$ cat src/rtl/gpio_cmd_regfile_mc.sv
// gpio_cmd_regfile_mc: multi-channel GPIO command register file.
// Decodes 32-bit command words (opcode[31:24], strobe[23], payload[22:0]) from the
// micro's GPIO and drives comm-system control: timed soft reset, RX enable,
// per-channel sigma, RAM logging / readback, atomic BER counter snapshots and a
// status word with sticky error flags.
// Optional build macro: REGF_AUTO_SNAPSHOT_EN adds a periodic automatic snapshot
// every AUTO_PERIOD cycles; without it snapshots come only from opcode 0x06.
module gpio_cmd_regfile_mc #(
    parameter int unsigned      NBT_GPIOS     = 32,
    parameter int unsigned      RAM_DEPTH     = 32768,
    parameter int unsigned      NBT_COUNT     = 64,
    parameter int unsigned      NCH           = 2,
    parameter logic signed [7:0] SIGMA_DEF    = 8'sh1C,
    parameter int unsigned      RST_PULSE_LEN = 16,
    parameter int unsigned      AUTO_PERIOD   = 1000000,
    localparam int unsigned     AW            = $clog2(RAM_DEPTH)
) (
    input  logic                     clk,
    input  logic                     i_reset,
    input  logic [NBT_GPIOS-1:0]     i_gpio_to_regf,
    input  logic [NCH*NBT_COUNT-1:0] i_accum_err,
    input  logic [NCH*NBT_COUNT-1:0] i_accum_bit,
    input  logic [31:0]              i_data_ram_for_read,
    output logic [31:0]              o_regf_to_gpio,
    output logic                     o_rst_soft,
    output logic                     o_en_rx_soft,
    output logic [NCH*8-1:0]         o_sigma,
    output logic [2:0]               o_data_sel_for_log,
    output logic                     o_en_write,
    output logic                     o_en_read_from_ram,
    output logic [AW-1:0]            o_read_adrs
);

    localparam int unsigned NW  = NBT_COUNT / 32;
    localparam int unsigned PCW = $clog2(RST_PULSE_LEN + 1);

    // Readback source select
    localparam logic [1:0] ModeNone   = 2'd0;
    localparam logic [1:0] ModeRam    = 2'd1;
    localparam logic [1:0] ModeCnt    = 2'd2;
    localparam logic [1:0] ModeStatus = 2'd3;

    logic [7:0]  opcode;
    logic [22:0] payload;
    logic        accept;
    logic        snap_cmd;
    logic        snap_take;

    logic                     stb_q;
    logic [PCW-1:0]           pulse_q, pulse_d;
    logic                     en_rx_q, en_rx_d;
    logic [7:0]               sigma_q [NCH];
    logic [7:0]               sigma_d [NCH];
    logic [2:0]               sel_log_q, sel_log_d;
    logic                     en_write_q, en_write_d;
    logic                     en_read_q, en_read_d;
    logic [AW-1:0]            adrs_q, adrs_d;
    logic [1:0]               rd_mode_q, rd_mode_d;
    logic [NCH*NBT_COUNT-1:0] snap_err_q, snap_err_d;
    logic [NCH*NBT_COUNT-1:0] snap_bit_q, snap_bit_d;
    logic [3:0]               sel_ch_q, sel_ch_d;
    logic                     sel_kind_q, sel_kind_d;
    logic [2:0]               sel_word_q, sel_word_d;
    logic                     err_op_q, err_op_d;
    logic                     err_sel_q, err_sel_d;
    logic                     err_ch_q, err_ch_d;
    logic [15:0]              cmd_count_q, cmd_count_d;
    logic [7:0]               last_op_q, last_op_d;
    logic [31:0]              rdata_q, rdata_d;
    logic [31:0]              cnt_word;

    // Only part of the payload is decoded by any one opcode
    logic unused_gpio;
    assign unused_gpio = ^i_gpio_to_regf;

    assign opcode  = i_gpio_to_regf[31:24];
    assign payload = i_gpio_to_regf[22:0];
    // Rising edge of the strobe bit: a held strobe executes exactly once
    assign accept  = i_gpio_to_regf[23] & ~stb_q;

`ifdef REGF_AUTO_SNAPSHOT_EN
    localparam int unsigned ACW = $clog2(AUTO_PERIOD + 1);

    logic [ACW-1:0] auto_cnt_q, auto_cnt_d;
    logic           auto_fire;

    assign auto_fire  = (auto_cnt_q == ACW'(AUTO_PERIOD - 1));
    // Coincident auto and command snapshots collapse into one
    assign snap_take  = snap_cmd | auto_fire;
    assign auto_cnt_d = snap_take ? '0 : auto_cnt_q + ACW'(1);

    // Free-running auto-snapshot period counter
    always_ff @(posedge clk) begin
        if (i_reset) auto_cnt_q <= '0;
        else         auto_cnt_q <= auto_cnt_d;
    end
`else
    localparam int unsigned unused_auto_period = AUTO_PERIOD;
    assign snap_take = snap_cmd;
`endif

    // Command decode and next-state for all control registers
    always_comb begin
        pulse_d     = (pulse_q != '0) ? pulse_q - PCW'(1) : '0;
        en_rx_d     = en_rx_q;
        sigma_d     = sigma_q;
        sel_log_d   = sel_log_q;
        en_write_d  = en_write_q;
        en_read_d   = en_read_q;
        adrs_d      = adrs_q;
        rd_mode_d   = rd_mode_q;
        sel_ch_d    = sel_ch_q;
        sel_kind_d  = sel_kind_q;
        sel_word_d  = sel_word_q;
        err_op_d    = err_op_q;
        err_sel_d   = err_sel_q;
        err_ch_d    = err_ch_q;
        cmd_count_d = cmd_count_q;
        last_op_d   = last_op_q;
        snap_cmd    = 1'b0;
        if (accept) begin
            cmd_count_d = cmd_count_q + 16'd1;
            last_op_d   = opcode;
            case (opcode)
                8'h01: if (payload[0]) pulse_d = PCW'(RST_PULSE_LEN);
                8'h02: en_rx_d = payload[0];
                8'h03: begin
                    for (int c = 0; c < NCH; c++) begin
                        if (payload[19:16] == 4'(c)) sigma_d[c] = payload[7:0];
                    end
                    if (32'(payload[19:16]) >= NCH) err_ch_d = 1'b1;
                end
                8'h04: begin
                    sel_log_d  = payload[2:0];
                    en_write_d = payload[3];
                end
                8'h05: begin
                    adrs_d    = payload[AW-1:0];
                    en_read_d = payload[16];
                    rd_mode_d = payload[16] ? ModeRam : ModeNone;
                end
                8'h06: snap_cmd = payload[0];
                8'h07: begin
                    sel_ch_d   = payload[7:4];
                    sel_kind_d = payload[3];
                    sel_word_d = payload[2:0];
                    rd_mode_d  = ModeCnt;
                    if (32'(payload[7:4]) >= NCH || 32'(payload[2:0]) >= NW) err_sel_d = 1'b1;
                end
                8'h08: begin
                    rd_mode_d = ModeStatus;
                    if (payload[0]) begin
                        err_op_d  = 1'b0;
                        err_sel_d = 1'b0;
                        err_ch_d  = 1'b0;
                    end
                end
                default: err_op_d = 1'b1;
            endcase
        end
    end

    // All channels are captured on the same edge so err/bit pairs stay coherent
    always_comb begin
        snap_err_d = snap_take ? i_accum_err : snap_err_q;
        snap_bit_d = snap_take ? i_accum_bit : snap_bit_q;
    end

    // Selected snapshot word; an out-of-range channel or word matches nothing and reads 0
    always_comb begin
        cnt_word = '0;
        for (int c = 0; c < NCH; c++) begin
            for (int w = 0; w < NW; w++) begin
                if (sel_ch_q == 4'(c) && sel_word_q == 3'(w)) begin
                    cnt_word = sel_kind_q ? snap_bit_q[c*NBT_COUNT + 32*w +: 32]
                                          : snap_err_q[c*NBT_COUNT + 32*w +: 32];
                end
            end
        end
    end

    // Readback mux, registered every cycle
    always_comb begin
        rdata_d = '0;
        case (rd_mode_q)
            ModeRam:    rdata_d = i_data_ram_for_read;
            ModeCnt:    rdata_d = cnt_word;
            ModeStatus: rdata_d = {cmd_count_q, last_op_q, 5'b0, err_op_q, err_sel_q, err_ch_q};
            default:    rdata_d = '0;
        endcase
    end

    // State registers with synchronous reset
    always_ff @(posedge clk) begin
        if (i_reset) begin
            stb_q       <= 1'b0;
            pulse_q     <= PCW'(RST_PULSE_LEN);
            en_rx_q     <= 1'b1;
            for (int c = 0; c < NCH; c++) sigma_q[c] <= SIGMA_DEF;
            sel_log_q   <= '0;
            en_write_q  <= 1'b0;
            en_read_q   <= 1'b0;
            adrs_q      <= '0;
            rd_mode_q   <= ModeNone;
            snap_err_q  <= '0;
            snap_bit_q  <= '0;
            sel_ch_q    <= '0;
            sel_kind_q  <= 1'b0;
            sel_word_q  <= '0;
            err_op_q    <= 1'b0;
            err_sel_q   <= 1'b0;
            err_ch_q    <= 1'b0;
            cmd_count_q <= '0;
            last_op_q   <= '0;
            rdata_q     <= '0;
        end else begin
            stb_q       <= i_gpio_to_regf[23];
            pulse_q     <= pulse_d;
            en_rx_q     <= en_rx_d;
            sigma_q     <= sigma_d;
            sel_log_q   <= sel_log_d;
            en_write_q  <= en_write_d;
            en_read_q   <= en_read_d;
            adrs_q      <= adrs_d;
            rd_mode_q   <= rd_mode_d;
            snap_err_q  <= snap_err_d;
            snap_bit_q  <= snap_bit_d;
            sel_ch_q    <= sel_ch_d;
            sel_kind_q  <= sel_kind_d;
            sel_word_q  <= sel_word_d;
            err_op_q    <= err_op_d;
            err_sel_q   <= err_sel_d;
            err_ch_q    <= err_ch_d;
            cmd_count_q <= cmd_count_d;
            last_op_q   <= last_op_d;
            rdata_q     <= rdata_d;
        end
    end

    // Output packing
    always_comb begin
        o_sigma = '0;
        for (int c = 0; c < NCH; c++) o_sigma[c*8 +: 8] = sigma_q[c];
    end

    assign o_rst_soft         = (pulse_q != '0);
    assign o_en_rx_soft       = en_rx_q;
    assign o_data_sel_for_log = sel_log_q;
    assign o_en_write         = en_write_q;
    assign o_en_read_from_ram = en_read_q;
    assign o_read_adrs        = adrs_q;
    assign o_regf_to_gpio     = rdata_q;

endmodule

$ cat config.mk
export PLATFORM = sky130hd
export DESIGN_NAME = gpio_cmd_regfile_mc
export DESIGN_NICKNAME = d
export VERILOG_FILES = /design/src/rtl/gpio_cmd_regfile_mc.sv
export SDC_FILE = /design/constraint.sdc
export NUM_CORES = 1
export LEC_CHECK = 0
export ABC_AREA = 1
export CORE_ASPECT_RATIO = 0.7
export CORE_MARGIN = 3
export CORE_UTILIZATION = 40
export CTS_CLUSTER_DIAMETER = 100
export DETAILED_ROUTE_END_ITERATION = 8
export PLACE_DENSITY = 0.73
export SYNTH_ARGS = -nofsm -noshare
export SYNTH_HDL_FRONTEND = slang
export SYNTH_SLANG_ARGS = --single-unit
$ cat constraint.sdc
create_clock -name clk -period 1.2 [get_ports clk]
set_input_delay 0.24 -clock clk [delete_from_list [all_inputs] [get_ports clk]]
set_output_delay 0.24 -clock clk [all_outputs]
set_load 0.05 [all_outputs]
After elaboration in Yosys (flattened, before gate mapping)

Index checks and enable logic that the tools add are counted.

Register bits: 368
Output and inout bits: 70

$add $sub $neg: 2
Order comparisons: 3
Equal/unequal tests: 17
Muxes and demuxes: 23
Bitwise operators: 3
Reduce and logical (&&, ||, !) cells: 23

Operators with widths:

| cell                                                                                | number |
|---|---|
| 32-bit 2-to-1 mux                                                                   | 8 |
| 32-bit case mux with 3 select lines                                                 | 1 |
| 8-bit by 3-bit equality test with 1-bit output, second input constant               | 4 |
| 5-bit 2-to-1 mux                                                                    | 4 |
| 16-bit by 1-bit adder with 16-bit output, second input constant                     | 1 |
| 8-bit by 2-bit equality test with 1-bit output, second input constant               | 2 |
| 2-bit AND reduction                                                                 | 5 |
| 3-bit AND reduction                                                                 | 3 |
| 4-bit by 1-bit equality test with 1-bit output, second input constant               | 2 |
| 8-bit by 1-bit equality test with 1-bit output, second input constant               | 1 |
| 8-bit by 4-bit equality test with 1-bit output, second input constant               | 1 |
| 4-bit by 2-bit greater-or-equal comparator with 1-bit output, second input constant | 2 |
| 4-bit zero test                                                                     | 2 |
| 4-bit AND reduction                                                                 | 2 |
| 7-bit OR reduction                                                                  | 1 |
| 1-bit 2-to-1 mux                                                                    | 6 |
| 2-bit != test, second input constant                                                | 3 |
| 1-bit case mux with 2 select lines                                                  | 3 |
| 2-bit case mux with 3 select lines                                                  | 1 |
| 5-bit nonzero test                                                                  | 1 |
| 5-bit by 1-bit subtractor with 5-bit output, second input constant                  | 1 |
| 2-bit equality test, second input constant                                          | 2 |
| 1-bit logical AND                                                                   | 4 |
| 2-bit nonzero test                                                                  | 2 |
| 8 further kinds                                                                     | 9 |

Longest topological paths before layout

Depth in word-level cells: 7
Depth in mapped cells: 11
Mapped depth without buffers: 10

Least setup slack after synthesis

Ideal clock, no wire load.

Path kind: reg-to-reg
Start: reg stb_q
End: reg sigma_q (netlist bit o_sigma[10])
Arrival: 1200 ps
Slack: -129 ps
Cell stages (with the launch flop): 8
Clock period less this slack: 1329 ps
Cells stage by stage: dfxtp_1 > inv_1 > nand2_2 > buf_2 > nor4_4 > nand2_2 > nand2_1 > nand3_1

Longest elaborated chain between the ends: 3

RTL lines:

| element                       | line | RTL |
|---|---|---|
| start: declaration            | 49   | `logic stb_q;` |
| start signal: assignment      | 217  | `stb_q <= i_gpio_to_regf[23];` |
| 1-bit NOT                     | 79   | `assign accept = i_gpio_to_regf[23] & ~stb_q;` |
| 1-bit bitwise AND             | 79   |  |
| 3-bit AND reduction (no line) | --   |  |
| end signal: assignment        | 220  | `sigma_q <= sigma_d;` |
| end: declaration              | 52   | `logic [7:0] sigma_q [NCH];` |

Every way passes these cells.
A chain may end at the register's enable or synchronous reset.

Final worst setup path

Start: reg sel_kind_q
End: reg rdata_q[16] (netlist: o_regf_to_gpio[16])

Longest elaborated chain between the ends: 6

RTL lines:

| element                               | line | RTL |
|---|---|---|
| start: declaration                    | 62   | `logic sel_kind_q, sel_kind_d;` |
| start signal: assignment              | 229  | `sel_kind_q <= sel_kind_d;` |
| 32-bit 2-to-1 mux                     | 175  | `cnt_word = sel_kind_q ? snap_bit_q[c*NBT_COUNT + 32*w +: 32]` |
| 32-bit 2-to-1 mux (3 in a row)        | 174  | `if (sel_ch_q == 4'(c) && sel_word_q == 3'(w)) begin` |
| 32-bit 2-to-1 mux *                   | 174  |  |
| 32-bit case mux with 3 select lines * | 185  | `case (rd_mode_q)` |
| end signal: assignment                | 236  | `rdata_q <= rdata_d;` |
| end: declaration                      | 69   | `logic [31:0] rdata_q, rdata_d;` |

Every way passes the cells marked *; elsewhere a longest branch is shown, timed or not.

==> qor.yml <==
via_count: 19729
drt_wl_total_mm: 78.9
core_area_sq_um: 41300
fin_cells: 3589
drv_slew: 0
start_kind: "register"
syn_area_per_cell_sq_um: 7.07
worstMarginPinSlew_ns: 0.614
clk_latency_ns: 0.55
drt_iter0_markers: 1907
status: "finished, violations left"
syn_nets: 2711
ys_seq_elements: 368
cp_top_family: "flip-flops"
critPathArrivalTime_ns: 2.28
place_area_sq_um: 23400
globalRouteOverflowTotal: 0
powerDensity_nw_per_um2: 952
yosysSeqAreaShare_pct: 43.6
path_class: "register to register"
min_path_type: "primary input to register"
failed_checks: "setup timing"
htreeDepth: 2
start_util_pct: 40.8
hold_violations: 0
viasPerCell: 5.50
peakVddDrop_uv: 1050
final_cell_mix: "inv_1, dfxtp_1, clkdlybuf4s50_1"
rsz0062_at_grt: "yes"
drc: 0
die_area_sq_um: 44800
layout_commonest_cell: "inv_1"
ys.flop_type: "dfxtp_1"
p_leak_nw: 11.8
fin_crit_ns: 1.82
finalCritPeriodShare_pct: 152
fin_nets: 3335
synth_edf_count: 0
dp_hpwl_mm: 48.5
final_area_sq_um: 30100
yosysWarnings: 0
slew_headroom_pct: 58.7
dp.cells: 3408
cts_max_path_buffers: 3
clkSlewWorstSetupHoldPaths_ns: 0.06
finClkSkew_ns: 0.0193
root_buffer: "clkbuf_16"
cp_cell_sequence: "buf_12, buf_16, buf_8, nor2_1, a21oi_1, nand2_1, nand2_2, o21ai_1, a21oi_1"
crit_buf_inv: 3
fill_cells: 2689
drt-pass1-iter-count: 6
ctsHoldBuffers: 0
syn2layout_area_growth_pct: 78.2
pre_cts_ws_ns: -0.830
cts_buffers: 38
antenna_found_initial: 6
power_mw: 28.6
grt_max_degree: 47
drive_gt1_share_pct: 36.9
cp.required_ns: 1.66
grt_usage_pct: 30.2
io_buffer_count: 387
grt_pass1_wl_mm: 105
synthArstFlopShare_pct: 0
worst_path_largest_cell_delay_ns: 0.52
die_h_um: 178
cts_sinks: 368
num_rows: 62
die_w_um: 252
worst_slack_ns: -0.624
syn_inst: 2387
crit_path_end_kind: "register"
setup_viol: 433
path_max_fanout: 7
synth_cell_type_count: 32
postRouteAntennaNets: 0
grt_pass1_vias: 18485
cts_tree: "built"
hold-worst-slack_ns: 0.128
crit_top_cell: "a21oi_1"
place.gp.congestion: 0.907
routed_wire_length_per_instance_um: 22.0
syn_area_sq_um: 16900
io_pins: 392
maxCapViolations: 0
cp_slowest_cell: "dfxtp_4"
timing.fmax_mhz: 548
cell usage after synthesis, types with 15 or more instances:
| cell type | instances | area (sq um) |
|---|---|---|
| o21ai_1 | 209 | 1050 |
| clkbuf_1 | 51 | 191 |
| nand3_1 | 117 | 586 |
| dfxtp_1 | 368 | 7370 |
| buf_6 | 60 | 676 |
| inv_1 | 389 | 1460 |
| o21ai_0 | 208 | 1040 |
| buf_4 | 15 | 113 |
| buf_2 | 38 | 190 |
| nor2_1 | 68 | 255 |
| nand2_1 | 423 | 1590 |
| a21oi_1 | 378 | 1890 |
cells by family (layout without fill, tap and decap cells):
kind of cell             after synthesis  after routing  synth area share (%)
AO/OA/AOI/OAI                        803            803                  23.9
AND/OR/NAND/NOR                      646            646                  16.3
buffers and inverters                566           1219                  15.9
flip-flops                           368            368                  43.6
adder cells (fa/ha/maj)                2              2                 0.148
XOR/XNOR                               2              2                 0.104
other                                  0              5                     0
worst reg2reg max path, cell delays in order, from the launching register on:
cell	delay [ns]
dfxtp_4	0.52
buf_12	0.22
buf_16	0.15
buf_8	0.12
nor2_1	0.04
a21oi_1	0.21
nand2_1	0.13
nand2_2	0.12
o21ai_1	0.08
a21oi_1	0.16
sequential cells by signal (all words and copies together), names as in the netlist, 4 cells and up:
name,flops
o_regf_to_gpio,32
sel_ch_q,4
pulse_q,5
cmd_count_q,16
last_op_q,8
snap_err_q,128
o_read_adrs,15
o_sigma,16
snap_bit_q,128
final timing paths:
kind | from | end | slack (ns) | cells after the start
max reg2reg | sel_kind_q$_SDFFE_PP0P_ | o_regf_to_gpio[16]$_SDFF_PP0_ | -0.62 | 9
max | sel_kind_q$_SDFFE_PP0P_ | o_regf_to_gpio[16]$_SDFF_PP0_ | -0.62 | 9
min reg2reg | snap_err_q[101]$_SDFFE_PP0P_ | snap_err_q[101]$_SDFFE_PP0P_ | 0.44 | 2
min | i_reset | stb_q$_SDFF_PP0_ | 0.13 | 3
metrics by stage:
step / setup TNS (ns) / util [%]
floorplan: -21.95 / -
global placement: -231.13 / 56.5
detailed placement: -239.86 / 56.5
CTS: -122.71 / 66.6
global route: -150.30 / 72.8
finish: -126.51 / 72.8
cell type report:
class                           count  area [sq um]  area share [%]
Tap cell                          544           681            2.26
Clock inverter                     15           206           0.686
Sequential cell                   368          7380            24.5
Timing Repair Buffer              750          9300            30.9
Antenna cell                        5          12.5          0.0416
Clock buffer                       54          1160            3.87
Inverter                          400          1530            5.08
Multi-Input combinational cell   1453          9820            32.6
metal layers:
layer  GRT usage (%)  wire [um]  part of all wire (%)  vias to the layer above
li1                -          -                     -                     8905
met1            42.0      32000                    41                     9427
met2            46.6      36200                    46                     1134
met3            5.38       6880                   8.7                      261
met4            11.8       3830                   4.8                        2
met5               0         15                 0.019                        -
report_power, final:
part / switching (mW) / internal, mW / leakage, nW / total [mW]
sequential: 0.0753 / 12.3 / 2.97 / 12.4
clock: 5.37 / 7.86 / 0.681 / 13.2
combinational: 1.37 / 1.64 / 8.11 / 3.01
repair_timing:
action	4_1_cts	5_1_grt
endpoints found under the setup margin	424	431
endpoints found under the hold margin	0	0
cloned	32	21
pin swaps	107	147
gates resized for setup	448	525
buffers inserted	40	34
No activity file was read; power rests on OpenSTA's default activity.
